--- config.mk ---
export PLATFORM = sky130hd
export DESIGN_NAME = axi_cpu_manager
export DESIGN_NICKNAME = d
export VERILOG_FILES = /design/src/rtl/axi_cpu_manager_pkg.sv /design/src/rtl/axi_cpu_manager_lfsr16.sv /design/src/rtl/axi_cpu_manager.sv
export SDC_FILE = /design/constraint.sdc
export NUM_CORES = 1
export LEC_CHECK = 0
export ABC_AREA = 0
export CELL_PAD_IN_SITES_DETAIL_PLACEMENT = 0
export CELL_PAD_IN_SITES_GLOBAL_PLACEMENT = 1
export CORE_ASPECT_RATIO = 0.8
export CORE_MARGIN = 1
export CORE_UTILIZATION = 28
export CTS_CLUSTER_SIZE = 12
export DETAILED_ROUTE_END_ITERATION = 10
export GPL_TIMING_DRIVEN = 0
export PLACE_DENSITY_LB_ADDON = 0.2
export SLEW_MARGIN = 20
export SYNTH_ARGS = -nofsm -noshare
export SYNTH_HDL_FRONTEND = slang
export SYNTH_SLANG_ARGS = --single-unit
--- constraint.sdc ---
create_clock -name clk -period 3.7 [get_ports clk]
set_input_delay 0.37 -clock clk [delete_from_list [all_inputs] [get_ports clk]]
set_output_delay 0.37 -clock clk [all_outputs]
set_load 0.05 [all_outputs]
--- src/rtl/axi_cpu_manager_pkg.sv ---
// Shared types for the CPU-model AXI manager.
//   - AXI channel payload structs (aw/w/b/ar/r) and the OKAY response code.
//   - Manager FSM state enum.
//   - Address and data generators for pair index idx of a given CPU slot.
package axi_cpu_manager_pkg;

    localparam int AXI_ID_W   = 8;
    localparam int AXI_ADDR_W = 32;
    localparam int AXI_DATA_W = 64;

    localparam logic [1:0] AXI_RESP_OKAY = 2'b00;

    typedef struct packed {
        logic [AXI_ID_W-1:0]   id;
        logic [AXI_ADDR_W-1:0] addr;
    } axi_aw_t;

    typedef struct packed {
        logic [AXI_DATA_W-1:0] data;
    } axi_w_t;

    typedef struct packed {
        logic [AXI_ID_W-1:0] id;
        logic [1:0]          resp;
    } axi_b_t;

    typedef struct packed {
        logic [AXI_ID_W-1:0]   id;
        logic [AXI_ADDR_W-1:0] addr;
    } axi_ar_t;

    typedef struct packed {
        logic [AXI_ID_W-1:0]   id;
        logic [1:0]            resp;
        logic [AXI_DATA_W-1:0] data;
    } axi_r_t;

    typedef enum logic [2:0] {
        IDLE, WR, WAIT_B, RD, WAIT_R, GAP, DONE
    } mgr_state_t;

    // Each CPU owns a 1024-entry window of 8-byte words; idx wraps inside it.
    function automatic logic [AXI_ADDR_W-1:0] mgr_addr(input logic [31:0] cpu_id,
                                                       input logic [31:0] idx);
        return ((cpu_id << 10) + {22'd0, idx[9:0]}) << 3;
    endfunction

    function automatic logic [AXI_DATA_W-1:0] mgr_data(input logic [7:0]  cpu_id,
                                                       input logic [31:0] idx,
                                                       input logic [63:0] seed);
        return {cpu_id, 24'h0, idx} ^ seed;
    endfunction

endpackage

--- src/rtl/axi_cpu_manager_lfsr16.sv ---
// 16-bit Fibonacci LFSR (taps 16,14,13,11) used to draw random idle gaps.
//   clk, rst_n : clock, async active-low reset (loads SEED)
//   en         : advance one step
//   q          : current LFSR state
// SEED must be nonzero or the register locks up at zero.
module axi_lfsr16 #(
    parameter logic [15:0] SEED = 16'h0001
) (
    input  logic        clk,
    input  logic        rst_n,
    input  logic        en,
    output logic [15:0] q
);

    always_ff @(posedge clk or negedge rst_n) begin
        if (!rst_n)  q <= SEED;
        else if (en) q <= {q[14:0], q[15] ^ q[13] ^ q[12] ^ q[10]};
    end

endmodule

--- src/rtl/axi_cpu_manager.sv ---
// AXI manager modelling one CPU: issues TRANSACTION_NB write/read-back pairs
// into its private 1024-word window and counts every bad or unexpected
// response.
//   clk, rst_n              : clock, async active-low reset
//   o_axi_m_aw/awvalid/...  : AW channel (id = CPU_ID)
//   o_axi_m_w/wvalid/...    : W channel
//   i_axi_m_b/bvalid/bready : B channel
//   o_axi_m_ar/arvalid/...  : AR channel
//   i_axi_m_r/rvalid/rready : R channel
//   o_done                  : all pairs complete (sticky until reset)
//   o_err_cnt               : saturating error count
// Build option AXI_CPU_MANAGER_RANDOM_GAP_EN inserts an LFSR-driven 0..7
// cycle idle gap after each B and each R response.
module axi_cpu_manager
    import axi_cpu_manager_pkg::*;
#(
    parameter int          CPU_ID         = 0,
    parameter int          TRANSACTION_NB = 1000,
    parameter logic [63:0] DATA_SEED      = 64'hA5A5_0000_0000_0000
) (
    input  logic        clk,
    input  logic        rst_n,
    output axi_aw_t     o_axi_m_aw,
    output logic        o_axi_m_awvalid,
    input  logic        i_axi_m_awready,
    output axi_w_t      o_axi_m_w,
    output logic        o_axi_m_wvalid,
    input  logic        i_axi_m_wready,
    input  axi_b_t      i_axi_m_b,
    input  logic        i_axi_m_bvalid,
    output logic        o_axi_m_bready,
    output axi_ar_t     o_axi_m_ar,
    output logic        o_axi_m_arvalid,
    input  logic        i_axi_m_arready,
    input  axi_r_t      i_axi_m_r,
    input  logic        i_axi_m_rvalid,
    output logic        o_axi_m_rready,
    output logic        o_done,
    output logic [15:0] o_err_cnt
);

    localparam logic [AXI_ID_W-1:0] ID = AXI_ID_W'(CPU_ID);

    mgr_state_t      state, state_n, tgt;
    logic            hop;
    logic [31:0]     idx, idx_n;
    logic            aw_done, aw_done_n, w_done, w_done_n;
    logic            aw_fire, w_fire, b_bad, r_bad;
    logic [1:0]      err_inc;
    logic [16:0]     err_sum;
    logic [15:0]     err_cnt;
    logic [AXI_ADDR_W-1:0] cur_addr;
    logic [AXI_DATA_W-1:0] cur_data;

    assign cur_addr = mgr_addr(32'(CPU_ID), idx);
    assign cur_data = mgr_data(8'(CPU_ID), idx, DATA_SEED);

    // Valids/readies decode from the state register only, so they never
    // follow a ready/valid input combinationally.
    assign o_axi_m_awvalid = (state == WR) && !aw_done;
    assign o_axi_m_wvalid  = (state == WR) && !w_done;
    assign o_axi_m_bready  = (state == WAIT_B);
    assign o_axi_m_arvalid = (state == RD);
    assign o_axi_m_rready  = (state == WAIT_R);
    assign o_done          = (state == DONE);
    assign o_err_cnt       = err_cnt;

    // Payloads are zero outside their issuing state; idx is frozen while
    // the state is held, so payload is stable until the handshake.
    always_comb begin
        o_axi_m_aw = '0;
        o_axi_m_w  = '0;
        o_axi_m_ar = '0;
        if (state == WR) begin
            o_axi_m_aw.id   = ID;
            o_axi_m_aw.addr = cur_addr;
            o_axi_m_w.data  = cur_data;
        end
        if (state == RD) begin
            o_axi_m_ar.id   = ID;
            o_axi_m_ar.addr = cur_addr;
        end
    end

    assign aw_fire = o_axi_m_awvalid && i_axi_m_awready;
    assign w_fire  = o_axi_m_wvalid  && i_axi_m_wready;

    // A response is bad if it is malformed or arrives outside its wait state.
    assign b_bad = i_axi_m_bvalid && ((state != WAIT_B) || (i_axi_m_b.id != ID) ||
                                      (i_axi_m_b.resp != AXI_RESP_OKAY));
    assign r_bad = i_axi_m_rvalid && ((state != WAIT_R) || (i_axi_m_r.id != ID) ||
                                      (i_axi_m_r.resp != AXI_RESP_OKAY) ||
                                      (i_axi_m_r.data != cur_data));
    assign err_inc = {1'b0, b_bad} + {1'b0, r_bad};
    assign err_sum = {1'b0, err_cnt} + 17'(err_inc);

`ifdef AXI_CPU_MANAGER_RANDOM_GAP_EN
    logic [15:0] lfsr_q;
    logic        lfsr_step;
    logic [2:0]  gap_cnt, gap_cnt_n;
    mgr_state_t  gap_ret, gap_ret_n;

    axi_lfsr16 #(.SEED(16'(CPU_ID + 1))) u_lfsr (
        .clk   (clk),
        .rst_n (rst_n),
        .en    (lfsr_step),
        .q     (lfsr_q)
    );

    always_ff @(posedge clk or negedge rst_n) begin
        if (!rst_n) begin
            gap_cnt <= '0;
            gap_ret <= IDLE;
        end else begin
            gap_cnt <= gap_cnt_n;
            gap_ret <= gap_ret_n;
        end
    end
`endif

    always_comb begin
        state_n   = state;
        idx_n     = idx;
        aw_done_n = aw_done;
        w_done_n  = w_done;
        hop       = 1'b0;
        tgt       = IDLE;
`ifdef AXI_CPU_MANAGER_RANDOM_GAP_EN
        lfsr_step = 1'b0;
        gap_cnt_n = gap_cnt;
        gap_ret_n = gap_ret;
`endif
        case (state)
            IDLE: state_n = WR;
            WR: begin
                if (aw_fire) aw_done_n = 1'b1;
                if (w_fire)  w_done_n  = 1'b1;
                // AW and W may complete in either order or together.
                if ((aw_done || aw_fire) && (w_done || w_fire)) begin
                    state_n   = WAIT_B;
                    aw_done_n = 1'b0;
                    w_done_n  = 1'b0;
                end
            end
            WAIT_B: if (i_axi_m_bvalid) begin
                hop = 1'b1;
                tgt = RD;
            end
            RD: if (i_axi_m_arready) state_n = WAIT_R;
            WAIT_R: if (i_axi_m_rvalid) begin
                idx_n = idx + 32'd1;
                if (idx_n == 32'(TRANSACTION_NB)) state_n = DONE;
                else begin
                    hop = 1'b1;
                    tgt = WR;
                end
            end
`ifdef AXI_CPU_MANAGER_RANDOM_GAP_EN
            GAP: begin
                gap_cnt_n = gap_cnt - 3'd1;
                if (gap_cnt == 3'd1) state_n = gap_ret;
            end
`endif
            DONE: state_n = DONE;
            default: state_n = IDLE;
        endcase

        if (hop) begin
`ifdef AXI_CPU_MANAGER_RANDOM_GAP_EN
            lfsr_step = 1'b1;
            if (lfsr_q[2:0] != 3'd0) begin
                state_n   = GAP;
                gap_cnt_n = lfsr_q[2:0];
                gap_ret_n = tgt;
            end else begin
                state_n = tgt;
            end
`else
            state_n = tgt;
`endif
        end
    end

    always_ff @(posedge clk or negedge rst_n) begin
        if (!rst_n) begin
            state   <= IDLE;
            idx     <= '0;
            aw_done <= 1'b0;
            w_done  <= 1'b0;
            err_cnt <= '0;
        end else begin
            state   <= state_n;
            idx     <= idx_n;
            aw_done <= aw_done_n;
            w_done  <= w_done_n;
            err_cnt <= err_sum[16] ? 16'hFFFF : err_sum[15:0];
        end
    end

endmodule
Yosys cells after proc, flatten, opt, wreduce, memory -nomap -nowiden:

Index checks and enable logic that the tools add are counted.
Widths: inputs -> output; s select.

* add/sub/neg operators: 3
* eq/ne operators: 14
* mux-type cells: 22
* reduce and logical (&&, ||, !) cells: 27

Operators with widths (count)
* $mux 64: 1
* $ne 64x64->1: 1
* $add 32x1->32 const B: 1
* $eq 32x10->1 const B: 1
* $mux 13: 2
* $pmux 3 s6: 1
* $add 16x2->17: 1
* $mux 16: 1
* $reduce_bool 8->1: 2
* $mux 3: 5
* $mux 1: 9
* $ne 3x2->1 const B: 3
* $reduce_bool 2->1: 4
* $logic_and 1x1->1: 7
* $logic_or 1x1->1: 7
* $eq 3x2->1 const B: 2
* $eq 3x3->1 const B: 2
* $ne 3x1->1 const B: 2
* $reduce_and 2->1: 3
* $reduce_and 5->1: 1
* $pmux 2 s2: 1
* $eq 3x1->1 const B: 1
* $logic_not 3->1: 1
* $ne 3x3->1 const B: 1
* 5 further kinds: 6

* register bits: 53
* input port bits: 91
* output and inout bits: 166
* word-level logic and storage cells: 71

Longest topological paths before layout:

Gate-level depths: netlist (run 1).

* word-level depth: 8
* gate-level depth with buffers: 16
* depth with buffers taken out: 14

Least setup slack after synthesis (run 1):

Ideal clock, no wire load.

* path type: register -> register
* from: register state[1]
* to: register err_cnt[0], in the netlist o_err_cnt[0]
* setup time: 130 ps
* arrival: 3331 ps
* setup slack: 240 ps
* cell stages (with the launch flop): 13
* path buffers: 2
* period minus slack after synthesis: 3460 ps
* path through: dfrtp_1 > buf_2 > nor3b_1 > a41o_1 > fa_1 > inv_1 > ha_1 > nand3_1 > nor2_1 > and3_1 > nand3_1 > clkbuf_1 > nand2_1

* word-level cells in the longest chain between the ends: 8
* elaborated cells between the ends (all ways): 12
* those cells by class: 2 x add/sub; 2 x eq/ne; 1 x mux; 7 x reduce/logical

Ends and longest elaborated chain
* start, declared: RTL line axi_cpu_manager.sv:44 `mgr_state_t state, state_n, tgt;`
* start signal, assigned: RTL line axi_cpu_manager.sv:192 `state <= state_n;`
* $ne 3x3->1: RTL line axi_cpu_manager.sv:91 `assign r_bad = i_axi_m_rvalid && ((state != WAIT_R) || (i_axi_m_r.id != ID) ||`
* $logic_or 1x1->1 (2 in a row): RTL line axi_cpu_manager.sv:91
* $logic_or 1x1->1: RTL line axi_cpu_manager.sv:92 `(i_axi_m_r.resp != AXI_RESP_OKAY) ||`
* $logic_and 1x1->1: RTL line axi_cpu_manager.sv:91
* $add 1x1->2 *: RTL line axi_cpu_manager.sv:94 `assign err_inc = {1'b0, b_bad} + {1'b0, r_bad};`
* $add 16x2->17 *: RTL line axi_cpu_manager.sv:95 `assign err_sum = {1'b0, err_cnt} + 17'(err_inc);`
* $mux 16 *: RTL line axi_cpu_manager.sv:196 `err_cnt <= err_sum[16] ? 16'hFFFF : err_sum[15:0];`
* end signal, assigned: RTL line axi_cpu_manager.sv:196
* end, declared: RTL line axi_cpu_manager.sv:51 `logic [15:0] err_cnt;`

Every way passes the cells marked *; elsewhere a longest branch is shown, timed or not.
A chain may end at the register's enable or synchronous reset.

Final worst setup path (run 1):

* from: input i_axi_m_r[40] (netlist bit)
* to: register err_cnt[13], in the netlist o_err_cnt[13]

* word-level cells in the longest chain between the ends: 6

Ends and longest elaborated chain
* start, declared: RTL line axi_cpu_manager.sv:35 `input axi_r_t i_axi_m_r,`
* $ne 64x64->1: RTL line axi_cpu_manager.sv:93 `(i_axi_m_r.data != cur_data));`
* $logic_or 1x1->1: RTL line axi_cpu_manager.sv:92
* $logic_and 1x1->1: RTL line axi_cpu_manager.sv:91
* $add 1x1->2: RTL line axi_cpu_manager.sv:94
* $add 16x2->17: RTL line axi_cpu_manager.sv:95
* $mux 16: RTL line axi_cpu_manager.sv:196

Every way passes these cells.

==> summary.txt, run 1 <==
Status
  – Outcome: finished, final reports clean

Placement
  – HPWL after DPL: 12020 um
  – I/O Buffers: 172
  – GPL Wtd Cong: 0.8441
  – Pre-CTS setup slack: -0.9595 ns

Routing
  – DRC violation total after the first TritonRoute iteration: 247
  – DR vias/cell: 4.281
  – Drt wl/cell: 14.20 um
  – Remaining DRCs: 0
  – Routed WL: 14850 um
  – Post-route ant nets: 0
  – Via Count: 4478
  – Detailed Routing Iterations Pass 1: 5

STA
  – Final Max Slew Viols: 0
  – Final period util: 95.09%
  – Clock Skew: 0.01456 ns
  – Worst slew pin tran: 0.7812 ns
  – Fin crit period: 3.518 ns
  – Slew HR: 47.92%
  – Final Setup Violations: 0
  – Final Hold Viols: 0
  – Min setup slack post-route: 0.1818 ns
  – FMAX: 284.2 MHz

Global route
  – Number of global-route vias before repair: 4268
  – Total track usage: 16.79%
  – Largest net degree at the start of global routing: 54
  – GR Overflow Total: 0
  – First-pass GRT wire length: 22780 um
  – Initial antenna violation count: 0

Die
  – DIE AREA: 17620 sq um
  – I/O pin cnt: 257
  – Area of the core: 16610 sq um
  – DIE WIDTH: 148.2 um
  – Initial Utilization: 28.82%
  – Site Rows: 42
  – Die Span Y: 118.9 um

Layout
  – Number of diodes: 0
  – Layout cell share with drive strength beyond 1: 20.46%
  – Fillers: 1667
  – Final net count: 919
  – Syn-to-layout area delta: 53.46%

Clock tree
  – Hold-fix buffers, CTS: 0
  – CTS Root Cell: clkbuf_16
  – Htree depth: 2
  – Clock sink count: 53
  – Worst skew pair latency: 0.31 ns
  – Worst-case clock buffer depth: 2
  – Worst-path clk slew: 0.08 ns
  – CTS tree: built
  – TritonCTS Buffers: 5

Logic synthesis
  – Top cells by area, synth: dfrtp_1 (28%), buf_4 (18%), xnor2_1 (8.6%), and2_1 (5.8%), xor2_1 (4.8%)
  – Synth cell count leaders: buf_4 (112), dfrtp_1 (53), xnor2_1 (47), and2_1 (44), nand2_1 (37)
  – Share of the synthesized area in the top cell type: 27.71%
  – Most used DFF post-synth: dfrtp_1
  – Post-synth ARST share: 100.0%
  – Post-Syn Area: 4786 sq um
  – Cell taking the most area after synthesis: dfrtp_1
  – Synth Register Bits: 53
  – Synth warnings: 0
  – Sequential fraction of the synthesis area: 27.71%
  – Number of flops mapped to enable cells by yosys: 0
  – Syn avg cell area: 8.546 sq um
  – Count leader, synth: buf_4
  – Yosys cell types: 69
  – Cell count after synthesis: 560

Worst setup path
  – Cells on worst reg2reg path: 15
  – Reg2reg start: idx[3]$_DFFE_PN0P_
  – Worst Setup Start Kind: primary input
  – Worst Path Required: 3.90 ns
  – CP endpoint kind: register
  – FF-to-FF End: o_err_cnt[13]$_DFF_PN0_
  – CP Max Fanout: 5
  – WP data arrival: 3.72 ns
  – Setup CP Type: primary input to register
  – FF-to-FF setup slack: 0.27 ns

Flow run
  – Max capacitance violation total: 0

Pwr
  – Combinational power share: 62.8%
  – Sequential power share: 22.4%
  – Peak VDD IR: 218.6 uV
  – Power Total: 3.307 mW
  – Internal power: 1.649 mW
  – Switch Pwr: 1.658 mW
  – Power density over the cells: 450.3 nW/um^2
  – Static Leak: 3.319 nW
  – Clk pwr share: 14.8%
  – Sw Share: 50.13%

Min path
  – Hold Path Class: primary input to async pin
-- what timing repair did --
action	CTS	global route
buffers inserted	0	2
endpoints found under the setup margin	15	13
gates resized for setup	9	12
pin swaps	2	7
gates cloned	0	1
-- power by group through the flow --
stage	Combinational (mW)	Sequential [mW]	Clock, mW
final	2.08	0.741	0.490
after global routing	2.21	0.757	0.530
after CTS	2.09	0.740	0.510
after detailed placement	2.09	0.751	0
after global placement	2.07	0.746	0
after floorplan	1.29	0.886	0
-- cell families after synthesis --
group                    Yosys count  synth area share [%]
adder cells (fa/ha/maj)            3                0.9411
XOR/XNOR                          73                 13.36
other                              1               0.07836
buffers and inverters            152                 21.67
AND/OR/NAND/NOR                  221                 27.90
flip-flops                        53                 27.71
multiplexers                       1                0.2353
AO/OA/AOI/OAI                     56                 8.105
-- through the flow --
stage                     setup TNS, ns  util, %  instances  hold WS (ns)  instance area [sq um]
after global routing            -0.1681    44.23       1046        0.1797                   7345
after detailed placement         -12.25    42.71       1035        0.4761                   7092
after global placement           -11.45    42.72       1035        0.5004                   7094
after floorplan                       0        -        643       0.07441                   5097
final                                 0    44.23       1046        0.1126                   7345
after CTS                             0    43.83       1043        0.1437                   7278
-- flip-flops by register name (all words and copies together), names as in the netlist --
register,cells
state,3
aw_done,1
w_done,1
o_err_cnt,16
idx,32
-- how the worst max path moves through the flow --
| stage | end | startpoint |
|---|---|---|
| 6_report | o_err_cnt[13]$_DFF_PN0_ | i_axi_m_r[40] |
| 5_1_grt | o_err_cnt[2]$_DFF_PN0_ | idx[27]$_DFFE_PN0P_ |
| 4_1_cts | o_err_cnt[13]$_DFF_PN0_ | i_axi_m_r[36] |
| 3_5_place_dp | o_err_cnt[2]$_DFF_PN0_ | i_axi_m_r[36] |
| 3_3_place_gp | o_err_cnt[13]$_DFF_PN0_ | i_axi_m_r[36] |
| 2_1_floorplan | o_err_cnt[0]$_DFF_PN0_ | state[1]$_DFFE_PN0P_ |
-- cell type report --
class                           count  area (sq um)  area share, %
Buffer                            139         996.0          13.56
Clock buffer                        5         125.1          1.704
Clock inverter                      3         25.02         0.3407
Tap cell                          220         275.3          3.748
Multi-Input combinational cell    438          2803          38.16
Inverter                           13         48.80         0.6644
Sequential cell                    53          1326          18.06
Timing Repair Buffer              175          1745          23.76
-- layout by cell type (no fill, tap or decap), types with 4 or more instances in the layout --
cell	count
clkdlybuf4s50_1	171
buf_4	115
conb_1	84
dfrtp_1	53
xnor2_1	47
and2_1	44
nand2_1	37
xor2_1	26
nor2_1	23
nand3_1	20
nand4_1	17
buf_2	13
a21oi_1	13
nor4_1	11
inv_1	11
and3_1	11
clkbuf_1	9
nor3_1	8
nor2b_1	7
o21ai_0	7
buf_6	6
clkbuf_16	5
o22ai_1	4
or3_1	4
-- metal layers --
metal	GRT usage [%]	share of wire, %
met2	28.02	47
met5	0	0
met3	3.180	7.6
met1	21.99	44
met4	4.639	1.3
-- worst max-delay path: stages --
cell and delay, ns:
clkdlybuf4s50_1 0.41, nor4_2 0.26, and4b_1 0.23, o2111ai_1 0.14
nor4_2 0.43, nand3_1 0.21, o41ai_4 0.47, fa_2 0.28
inv_1 0.05, ha_2 0.20, nand3_2 0.10, nor2_1 0.08
and3_4 0.21, nand3_4 0.10, buf_6 0.13, nand2_1 0.05
(Power assumes the default switching activity.)
==> run 2: changes to the inputs <==
--- a/config.mk
+++ b/config.mk
@@ -8,7 +8,7 @@
 export ABC_AREA = 0
 export CELL_PAD_IN_SITES_DETAIL_PLACEMENT = 0
 export CELL_PAD_IN_SITES_GLOBAL_PLACEMENT = 1
-export CORE_ASPECT_RATIO = 0.8
+export CORE_ASPECT_RATIO = 1.25
 export CORE_MARGIN = 1
 export CORE_UTILIZATION = 28
 export CTS_CLUSTER_SIZE = 12
==> run 2 against run 1 <==
Compared with the run above: clock-buffer cell count increased by 1; flip-flop and latch count is the same; maximum frequency is 1.5% higher; core utilization is 0.53 points lower; hold slack worse by 0.022 ns.
==> summary.txt, run 2 (synthesized netlist as in run 1, its figures left out) <==
Routing
  – Drt wl/cell: 14.22 um (was 14.20 um)
  – Detailed Routing Iterations Pass 1: 4 (was 5)
  – Remaining DRCs: 0 (unchanged)
  – DRC violation total after the first TritonRoute iteration: 237 (was 247)
  – DR vias/cell: 4.334 (was 4.281)
  – Post-route ant nets: 0 (unchanged)
  – Routed WL: 14810 um (was 14850 um)
  – Via Count: 4516 (was 4478)

Worst setup path
  – WP data arrival: 3.65 ns (was 3.72 ns)
  – CP endpoint kind: register (unchanged)
  – Worst Setup Start Kind: primary input (unchanged)
  – CP Max Fanout: 10 (was 5)
  – Worst Path Required: 3.89 ns (was 3.90 ns)
  – Setup CP Type: primary input to register (unchanged)

Layout
  – Max reg flops: 32 (unchanged)
  – Final net count: 915 (was 919)
  – Syn-to-layout area delta: 53.18% (was 53.46%)
  – Top reg by flops: idx (unchanged)
  – Number of diodes: 0 (unchanged)
  – Cell area after layout: 7331 sq um (was 7345 sq um)
  – Commonest non-fill, non-tap cell in the layout: clkdlybuf4s50_1 (unchanged)
  – Fin cells: 1042 (was 1046)
  – Utilization after layout: 43.69% (was 44.23%)
  – Layout cell share with drive strength beyond 1: 20.07% (was 20.46%)
  – Most frequent cells in the layout: clkdlybuf4s50_1 (171), buf_4 (113), conb_1 (84), dfrtp_1 (53), xnor2_1 (46) (was clkdlybuf4s50_1 (171), buf_4 (115), conb_1 (84), dfrtp_1 (53), xnor2_1 (47))

STA
  – Setup_tns: 0 ns (unchanged)
  – RSZ-0062 raised after global routing: false
  – Clock Skew: 0.005466 ns (was 0.01456 ns)
  – Worst slew pin tran: 0.8463 ns (was 0.7812 ns)
  – Fin crit period: 3.466 ns (was 3.518 ns)
  – Final Hold Viols: 0 (unchanged)
  – Final Setup Violations: 0 (unchanged)
  – FMAX: 288.5 MHz (was 284.2 MHz)
  – Final Max Slew Viols: 0 (unchanged)
  – Slew HR: 43.58% (was 47.92%)
  – Final period util: 93.68% (was 95.09%)

Pwr
  – Peak VDD IR: 214.3 uV (was 218.6 uV)
  – Power Total: 3.374 mW (was 3.307 mW)
  – Power density over the cells: 460.3 nW/um^2 (was 450.3 nW/um^2)
  – Static Leak: 3.325 nW (was 3.319 nW)

Die
  – Area of the core: 16780 sq um (was 16610 sq um)
  – I/O pin cnt: 257 (unchanged)
  – DIE AREA: 17620 sq um (unchanged)
  – Initial Utilization: 28.53% (was 28.82%)
  – Die Span Y: 148.2 um (was 118.9 um)
  – Site Rows: 53 (was 42)
  – DIE WIDTH: 118.9 um (was 148.2 um)

Min path
  – Hold Path Class: primary input to async pin (unchanged)

Status
  – Outcome: finished, final reports clean (unchanged)

Clock tree
  – Worst-case clock buffer depth: 2 (unchanged)
  – Htree depth: 2 (unchanged)
  – Worst-path clk slew: 0.07 ns (was 0.08 ns)
  – Clock sink count: 53 (unchanged)
  – Postcts setup bufs: 0 (unchanged)
  – TritonCTS Buffers: 5 (unchanged)
  – CTS tree: built (unchanged)
  – Hold-fix buffers, CTS: 0 (unchanged)
  – CTS Root Cell: clkbuf_16 (unchanged)
  – Worst skew pair latency: 0.30 ns (was 0.31 ns)

Placement
  – I/O Buffers: 172 (unchanged)
  – HPWL after DPL: 11830 um (was 12020 um)
  – Post-DP Area: 7092 sq um (unchanged)
  – Placed insts: 1035 (unchanged)
  – GPL Wtd Cong: 0.8432 (was 0.8441)

Global route
  – Largest net degree at the start of global routing: 54 (unchanged)
  – First-pass GRT wire length: 23250 um (was 22780 um)
  – GR Overflow Total: 0 (unchanged)
  – Number of global-route vias before repair: 4492 (was 4268)
  – Total track usage: 16.69% (was 16.79%)
  – Initial antenna violation count: 0 (unchanged)

Flow run
  – Max capacitance violation total: 0 (unchanged)
## run 2: stage by stage
stage	hold slack (ns)	setup WS, ns
finish	0.09086	0.2337
global route	0.1859	0.01589
CTS	0.1564	0.05935
detailed placement	0.4778	-1.041
global placement	0.4982	-0.9373
floorplan	0.07441	0.2396
## run 2: critical path: stages
cell             delay, ns
clkdlybuf4s50_1       0.40
nor4_1                0.25
and4b_1               0.22
o2111ai_1             0.13
nor4_2                0.40
nand3_1               0.17
o41ai_4               0.34
fa_2                  0.30
inv_1                 0.04
ha_1                  0.24
nand3_2               0.14
nor2_1                0.08
and3_1                0.21
nand3_2               0.11
buf_6                 0.15
nand2_1               0.06
## run 2: cell type report
| type | instances | area [sq um] |
|---|---|---|
| fill | 1657 | 9447 |
| multi-input combinational | 438 | 2801 |
| timing repair buffer | 172 | 1719 |
| sequential | 53 | 1326 |
| buffer | 138 | 992.2 |
| tap | 220 | 275.3 |
| clock buffer | 6 | 128.9 |
| inverter | 13 | 48.80 |
| clock inverter | 2 | 38.79 |
## run 2: final timing paths
check | startpoint | end | slack [ns] | depth (start not counted)
min | rst_n | aw_done$_DFFE_PN0P_ | 0.09 | 1
min reg2reg | aw_done$_DFFE_PN0P_ | aw_done$_DFFE_PN0P_ | 0.53 | 2
min in group clk | aw_done$_DFFE_PN0P_ | aw_done$_DFFE_PN0P_ | 0.53 | 2
max reg2reg | idx[3]$_DFFE_PN0P_ | o_err_cnt[6]$_DFF_PN0_ | 0.32 | 15
max in group asynchronous | rst_n | idx[10]$_DFFE_PN0P_ | 3.11 | 1
max | i_axi_m_r[36] | o_err_cnt[6]$_DFF_PN0_ | 0.23 | 16
## run 2: metal layers
metal  wire length [um]  global-route usage, %
met5                  0                      0
met2               7663                  30.35
met1               5844                  19.75
met3               1011                  2.722
met4                294                  5.696
## run 2: timing repair
action,in CTS,in global routing
gates resized for setup,6,11
cloned,0,0
pin swaps,2,3
setup endpoints to repair,15,13
## run 2: where the power goes
group          internal [mW]  switching [mW]  total (mW)
clock                  0.322           0.231       0.552
combinational          0.730            1.35        2.08
sequential             0.664          0.0799       0.744
==> patch (flow settings as in run 2) <==
Set the package constant `AXI_DATA_W` to 96 (it was 64).
--- a/src/rtl/axi_cpu_manager_pkg.sv
+++ b/src/rtl/axi_cpu_manager_pkg.sv
@@ -8,3 +8,3 @@
     localparam int AXI_ADDR_W = 32;
-    localparam int AXI_DATA_W = 64;
+    localparam int AXI_DATA_W = 96;
 
Interface: changed (resized i_axi_m_r and o_axi_m_w); port bits go from 257 to 321. No check against the original RTL was run, so the function may have changed too.
==> patch against run 2 <==
Cell area up 7.7%. Routed wire length is 12% higher. Worst hold slack improved by 0.030 ns. Sequential cell count unchanged. Synthesized area increased by 2.5%. Register-to-register slack improved by 0.02 ns. Worst setup slack better by 0.020 ns. Combinational power is 19% higher. Maximum frequency up 0.58%. Sequential share of layout area decreased by 1.3 points. Total power grew 14%. Largest cell class is now non-clock buffers.
==> patch: results (changes against run 2) <==
[yosys]
ys_top_cells_by_count = buf_4, dfrtp_1, xnor2_1
synth_cell_type_count = 53  ; -23%
syn-mean-instance-area_um2 = 8.26  ; -3.4%
muxShareOfSynthArea_pct = 0.867  ; +0.63 points
synth_xor_area_share_pct = 13.0  ; -0.33 points
synth_compound_area_share_pct = 5.87  ; -2.2 points
synthAdderAreaFrac_pct = 0.918  ; -0.023 points
synthTopCellsByArea = dfrtp_1, buf_4, xnor2_1
yosysSeqAreaShare_pct = 27.0  ; -0.68 points

[worst_setup_path]
critPathArrivalTime_ns = 3.08  ; -0.57 ns
rrSetupSlack_ns = 0.34  ; +0.02 ns
r2r_start = idx[7]$_DFFE_PN0P_
crit_end = o_axi_m_w[0]
startpoint = state[0]$_DFFE_PN0P_
r2r-end = o_err_cnt[8]$_DFF_PN0_
path_delay_family = buffers and inverters
crit_path_max_incr_delay_ns = 0.80  ; +0.40 ns

[routing]
dr_total_vias = 4726  ; +4.7%
route.met3.wl_um = 1300  ; +29%
dr.pass1.iters = 4  ; unchanged
route.layer.met1.wl_um = 6720  ; +15%
drt_iter0_drc = 226  ; -4.6%
wirelength_um = 16600  ; +12%
routed-wl-met2_um = 8440  ; +10%

[placed_design]
io_buffers = 204  ; +19%
gp_congestion = 0.773  ; -8.4%
dp_slack_ns = -0.765  ; +0.276 ns
dp_hpwl_um = 13600  ; +15%

[status]
status = complete, no violations

[clock_tree]
clockBufferDepth = 2  ; unchanged
cts_resized = 7  ; +1
clkLatencyLatePin_ns = 0.30  ; about the same
root_buffer = clkbuf_16

[global_routing]
use_met1_pct = 22.3  ; +2.6 points
met2_usage_pct = 33.2  ; +2.9 points
grt_util_met3_pct = 4.38  ; +1.7 points
grt_usage_pct = 18.5  ; +1.8 points
grt_pass1_wl_um = 25600  ; +9.9%

[layout]
largest_reg_flops = 32  ; unchanged
drive_gt1_share_pct = 19.7  ; -0.40 points
top_register = idx
fillers = 1753  ; +5.8%
nets = 1045  ; +14%
instances_no_fill = 1140  ; +9.4%

[power]
p_leak_nw = 3.59  ; +7.8%
vdd_drop_max_mv = 0.336  ; +57%

[timing]
fmax_mhz = 290  ; +0.58%
hold_slack_ns = 0.121  ; +0.0303 ns
tightest_slew_ns = 0.710  ; -0.136 ns
final.setup_skew_ns = 0.0107  ; +0.00527 ns

[hold_path]
hold_path_class = primary input to async pin

-- patch: power by group --
part / switching [mW] / internal (mW)
Clock: 0.223 / 0.387
Combinational: 1.60 / 0.878
Sequential: 0.0861 / 0.663
-- patch: through the flow --
stage	area [um^2]	TNS [ns]
global route	7900	0
detailed placement	7660	-8.79
finish	7900	0
floorplan	5340	0
global placement	7660	-8.54
CTS	7880	0
-- patch: layout make-up --
cell class	count	share of cell area, %
multi-input combinational	475	36.1
timing repair buffer	204	25.8
sequential	53	16.8
buffer	165	14.6
tap	220	3.49
clock buffer	5	1.58
clock inverter	3	0.824
inverter	15	0.713
-- patch: logic make-up (layout without fill, tap and decap cells) --
group                    Yosys count  after routing
flip-flops                        53             53
other                              1            116
AO/OA/AOI/OAI                     43             43
adder cells (fa/ha/maj)            3              3
buffers and inverters            181            392
XOR/XNOR                          73             73
AND/OR/NAND/NOR                  236            236
multiplexers                       4              4
